$ cat src/rtl/key_schedule_ctrl.sv
// AES-256 key-schedule sequencer: drives a single-step expansion stage seven times and keeps 15 round keys.
// Define KEY_ZEROIZE_EN to add the iZeroize input that wipes the buffer and the key state.
module key_schedule_ctrl #(
    parameter int unsigned EXP_LAT = 1,
    parameter int unsigned NRK     = 15
) (
    input  logic           iClk,
    input  logic           iRst_n,
    input  logic [0:255]   iKey,
    input  logic           iKeyValid,
    output logic           oKeyReady,
    output logic           oExpEn,
    output logic [0:255]   oExpKey,
    output logic [3:0]     oCntRcon,
    input  logic [0:255]   iExpKey,
    input  logic           iRkRd,
    input  logic [3:0]     iRkIdx,
    output logic [0:127]   oRk,
    output logic           oRkValid,
`ifdef KEY_ZEROIZE_EN
    input  logic           iZeroize,
`endif
    output logic           oKeysReady
);

    typedef enum logic [1:0] {S_IDLE, S_ISSUE, S_WAIT, S_DONE} state_e;

    localparam logic [1:0] WAIT_LAST = 2'(EXP_LAT - 1);
    localparam logic [3:0] LAST_IDX  = 4'(NRK - 1);
    localparam logic [2:0] LAST_STEP = 3'd6;

    state_e             state_q, state_d;
    logic [2:0]         step_q, step_d;
    logic [1:0]         wait_q, wait_d;
    logic [0:255]       exp_key_q, exp_key_d;
    logic [3:0]         rcon_q, rcon_d;
    logic [NRK-1:0]     valid_q, valid_d;

    logic               wr_lo_en, wr_hi_en;
    logic [3:0]         wr_lo_idx, wr_hi_idx;
    logic [0:127]       wr_lo_data, wr_hi_data;

    logic               accept;
    logic               zeroize;
    logic               rd_hit;
    logic [0:127]       rk_mem [NRK];
    logic [0:127]       rk_q;
    logic               rk_valid_q;

`ifdef KEY_ZEROIZE_EN
    assign zeroize = iZeroize;
`else
    assign zeroize = 1'b0;
`endif

    assign oKeyReady  = (state_q == S_IDLE) || (state_q == S_DONE);
    assign oKeysReady = (state_q == S_DONE);
    assign oExpEn     = (state_q == S_ISSUE);
    assign oExpKey    = exp_key_q;
    assign oCntRcon   = rcon_q;
    assign oRk        = rk_q;
    assign oRkValid   = rk_valid_q;
    assign accept     = iKeyValid && oKeyReady;

    // NOTE: every variable gets its default before the case so no path leaves one unassigned and infers a latch.
    always_comb begin
        state_d    = state_q;
        step_d     = step_q;
        wait_d     = wait_q;
        exp_key_d  = exp_key_q;
        rcon_d     = rcon_q;
        valid_d    = valid_q;
        wr_lo_en   = 1'b0;
        wr_hi_en   = 1'b0;
        wr_lo_idx  = {step_q, 1'b0} + 4'd2;
        wr_hi_idx  = {step_q, 1'b0} + 4'd3;
        wr_lo_data = iExpKey[0:127];
        wr_hi_data = iExpKey[128:255];

        unique case (state_q)
            S_IDLE, S_DONE: begin
                if (accept) begin
                    state_d    = S_ISSUE;
                    step_d     = '0;
                    rcon_d     = '0;
                    exp_key_d  = iKey;
                    valid_d    = '0;
                    wr_lo_en   = 1'b1;
                    wr_hi_en   = 1'b1;
                    wr_lo_idx  = 4'd0;
                    wr_hi_idx  = 4'd1;
                    wr_lo_data = iKey[0:127];
                    wr_hi_data = iKey[128:255];
                end
            end
            S_ISSUE: begin
                state_d = S_WAIT;
                wait_d  = '0;
            end
            S_WAIT: begin
                if (wait_q == WAIT_LAST) begin
                    wr_lo_en = 1'b1;
                    if (step_q != LAST_STEP) begin
                        wr_hi_en  = 1'b1;
                        exp_key_d = iExpKey;
                        step_d    = step_q + 3'd1;
                        rcon_d    = {1'b0, step_q + 3'd1};
                        state_d   = S_ISSUE;
                    end else begin
                        // The last step yields only RK14; the upper half of the result is dropped.
                        state_d = S_DONE;
                    end
                end else begin
                    wait_d = wait_q + 2'd1;
                end
            end
            default: state_d = S_IDLE;
        endcase

        if (wr_lo_en) valid_d[wr_lo_idx] = 1'b1;
        if (wr_hi_en) valid_d[wr_hi_idx] = 1'b1;

        if (zeroize) begin
            state_d   = S_IDLE;
            step_d    = '0;
            exp_key_d = '0;
            valid_d   = '0;
            wr_lo_en  = 1'b0;
            wr_hi_en  = 1'b0;
        end
    end

    // NOTE: sequential state uses non-blocking assignments so every register samples pre-edge values.
    always_ff @(posedge iClk) begin
        if (!iRst_n) begin
            state_q   <= S_IDLE;
            step_q    <= '0;
            wait_q    <= '0;
            exp_key_q <= '0;
            rcon_q    <= '0;
            valid_q   <= '0;
        end else begin
            state_q   <= state_d;
            step_q    <= step_d;
            wait_q    <= wait_d;
            exp_key_q <= exp_key_d;
            rcon_q    <= rcon_d;
            valid_q   <= valid_d;
        end
    end

    // NOTE: the round-key array is not reset; valid_q decides whether an entry may be returned.
    always_ff @(posedge iClk) begin
        if (iRst_n) begin
            if (zeroize) begin
                for (int i = 0; i < NRK; i++) rk_mem[i] <= '0;
            end else begin
                if (wr_lo_en) rk_mem[wr_lo_idx] <= wr_lo_data;
                if (wr_hi_en) rk_mem[wr_hi_idx] <= wr_hi_data;
            end
        end
    end

    assign rd_hit = (iRkIdx <= LAST_IDX) && valid_q[iRkIdx];

    // Reads see the pre-edge array, so a same-edge write returns the old contents.
    always_ff @(posedge iClk) begin
        if (!iRst_n) begin
            rk_q       <= '0;
            rk_valid_q <= 1'b0;
        end else begin
            rk_valid_q <= iRkRd;
            if (iRkRd) rk_q <= (rd_hit && !zeroize) ? rk_mem[iRkIdx] : '0;
        end
    end

endmodule

$ cat config.mk
export PLATFORM = sky130hd
export DESIGN_NAME = key_schedule_ctrl
export DESIGN_NICKNAME = d
export VERILOG_FILES = /design/src/rtl/key_schedule_ctrl.sv
export SDC_FILE = /design/constraint.sdc
export NUM_CORES = 2
export LEC_CHECK = 0
export ABC_AREA = 1
export BUFFER_PORTS_ARGS = -buffer_cell sky130_fd_sc_hd__buf_2
export CAP_MARGIN = 20
export CORE_AREA = 2 2 419 421
export CTS_CLUSTER_DIAMETER = 150
export DETAILED_ROUTE_END_ITERATION = 6
export DIE_AREA = 0 0 421 423
export PLACE_DENSITY = 0.78
export SLEW_MARGIN = 0
export SYNTH_ARGS = -nofsm -noshare
export SYNTH_HDL_FRONTEND = slang
export SYNTH_SLANG_ARGS = --single-unit
$ cat constraint.sdc
create_clock -name iClk -period 24.7 [get_ports iClk]
set_input_delay 4.94 -clock iClk [delete_from_list [all_inputs] [get_ports iClk]]
set_output_delay 4.94 -clock iClk [all_outputs]
set_load 0.005 [all_outputs]
==> reports/metrics.cfg <==
[outcome]
outcome=complete, but fails checks
violations=design-rule violations

[critical_path]
r2r-end=rk_mem[3][44]$_DFFE_PP_
r2r-start=state_q[0]$_SDFFE_PN0P_
cp-start-kind=input pin
r2r_slack_ns=19.37
cp_data_arrival_time_ns=10.17
rr_worst_depth=10
critical_path_class=input pin to flip-flop
crit_fanout=114
crit_path_end_kind=flip-flop
cp.required_ns=25.49

[final_layout]
fill_cells=13157
syn_to_final_growth_pct=14.3
layout.nets=10293
layout-drive-gt1-share=0.148
layout_commonest_cell=nand2_1
fin_area_um2=109000
layout_common_cells=nand2_1, edfxtp_1, nor2_1, buf_2, a21oi_1

[floorplan]
floorplan.initialDensity=0.549
row_count=153
coreArea_um2=173000
die_area_um2=178000
ios=912
die_y_um=423
die_w_um=421

[sta]
slew_viol_final=0
finalCritPeriodShare=0.380
fin_tns_setup_ns=0
hold_viol_final=0
max_slew_margin=0.200
rsz0062_at_grt=no
min_period_ns=9.38
worst_pin_slew_ns=1.20
max_freq_mhz=107
skew_ns=0.0279
setup_violations=0

[power]
switching_share=0.261
comb_power_share=0.119
internal_power_uw=6790
power_density_nw_per_um2=84.5
power.leakage_uw=0.0423
vdd_drop_max_mv=0.0678
seqPwrFrac=0.498
power_frac_clock=0.383
switchingPower_uw=2400

[drt]
via_per_inst=5.96
drt_iter0_markers=9842
drc=2
first_pass_iters=7
wl_um=307000
vias=73250
drtAntennaViolNets=0
wl_per_cell_um=25.0

[clock_tree]
numClockSinks=2327
cts_resized=0
clk_latency_ns=0.90
cts_max_level=4
cts_tree=built
cts_inserted_buffers=226
cts_hold_buf=0
root_buffer=clkbuf_16
clockBufferDepth=3
clk_pin_slew_worst_paths_ns=0.06
cts_setup_buffers=0

[global_routing]
grt_pass1_wl_um=447000
overflow=0
grt_antenna_before_repair=19
first_global_vias=70613
grt_use_total=0.335
grt_max_degree=182

[worst_hold_path]
hold_path.class=flip-flop to flip-flop
whs_path_depth=1
min-delay-start=wait_q[0]$_SDFFE_PN0P_
min_to=wait_q[0]$_SDFFE_PN0P_

[synthesis]
yosys_warnings=0
seq_area_frac_synth=0.692
synth-seq-cells=2327
synth_area_per_cell_um2=10.4
mappedNetlistArea_um2=95100
syn_inst=9121
synth_nets=9648
yosysUniqueCellTypes=32

[placement]
place_area_um2=101000
gp_congestion=0.968
port_buffers=910
place_hpwl_um=173000

[run]
cap_violations=0

## how the worst max path moves through the flow
stage,start,to,cells after the start
detailed placement,iRkIdx[1],oRk[100]$_SDFFE_PN0P_,12
finish,iRkIdx[1],oRk[100]$_SDFFE_PN0P_,12
CTS,iRkIdx[1],oRk[100]$_SDFFE_PN0P_,12
floorplan,iKeyValid,rk_mem[14][0]$_DFFE_PP_,5
global route,iRkIdx[1],oRk[100]$_SDFFE_PN0P_,12
global placement,iRkIdx[1],oRk[75]$_SDFFE_PN0P_,12
## cells by family (layout without fill, tap and decap cells)
logic type	after synthesis	in the layout	share of synthesized area
buf+inv	874	1716	0.0380
flops	2327	2327	0.692
fa+ha+maj	7	7	0.000921
other cells	1	11	0.0000394
compound gates	1387	1387	0.0811
simple gates	4525	4525	0.188
## worst max-delay path, cell delays in order
cell and delay (ns):
buf_8 0.47, buf_4 0.75, inv_8 0.42, nor2_4 0.63
nand2_1 0.12, nand3_1 0.11, nand3_1 0.11, nand2_4 0.48
buf_4 0.81, buf_4 0.68, nand3_1 0.17, a21oi_1 0.18
## cell type report
class,instances,area [µm²],share of cell area
clock inverters,123,1440,0.0132
flip-flops and latches,2327,65800,0.605
repair buffers,1016,5470,0.0503
diodes,10,25.0,0.000230
multi-input cells,5920,25900,0.238
well taps,2325,2910,0.0268
clock buffers,302,6110,0.0562
inverters,275,1100,0.0101
## metrics by stage
step	util	worst slack (ns)	total power [µW]	instances	hold WS, ns
after floorplan	-	6.03	5230	9121	0.422
after global placement	0.584	14.67	5690	11863	0.436
after detailed placement	0.584	14.58	5720	11863	0.447
after CTS	0.627	15.49	9180	12288	0.456
after global routing	0.627	15.21	9440	12294	0.479
final	0.628	15.32	9190	12298	0.453
## power groups by stage
stage	Combinational, µW	Sequential [µW]	Clock (µW)
after floorplan	569	4660	0
after detailed placement	1070	4660	0
after CTS	1070	4580	3530
after global routing	1170	4590	3680
after global placement	1040	4650	0
final	1090	4580	3520
## synthesized netlist by cell type (all sizes together)
| master | instances | area, µm² |
|---|---|---|
| a21boi | 1 | 7.51 |
| a21oi | 491 | 2460 |
| a2bb2oi | 1 | 8.76 |
| a31o | 2 | 17.5 |
| a31oi | 256 | 1600 |
| buf | 286 | 1410 |
| clkbuf | 313 | 1170 |
| clkinv | 3 | 11.3 |
| conb | 1 | 3.75 |
| dfxtp | 407 | 8150 |
| edfxtp | 1920 | 57700 |
| ha | 7 | 87.6 |
| inv | 272 | 1020 |
| nand2 | 2961 | 11100 |
| nand3 | 419 | 2100 |
| nand4 | 42 | 263 |
| nor2 | 978 | 3680 |
| nor3 | 33 | 165 |
| nor4 | 1 | 6.26 |
| o211ai | 157 | 1180 |
| o21ai | 468 | 2350 |
| o31ai | 1 | 7.51 |
| o32ai | 10 | 87.6 |
| or2 | 91 | 569 |
## sequential cells by signal, summed over array words and instances (netlist names)
name	flops
state_q	2
oExpKey	256
wait_q	2
oRk	128
oRkValid	1
step_q	3
valid_q	15
rk_mem	1920
## metal layers
| metal | routed length (µm) | up-vias | GRT usage |
|---|---|---|---|
| li1 | - | 32444 | - |
| met1 | 107000 | 34939 | 0.414 |
| met2 | 146000 | 4933 | 0.545 |
| met3 | 34100 | 926 | 0.0679 |
| met4 | 20000 | 8 | 0.200 |
| met5 | 44 | - | 0 |
No activity file was read; power rests on OpenSTA's default activity.
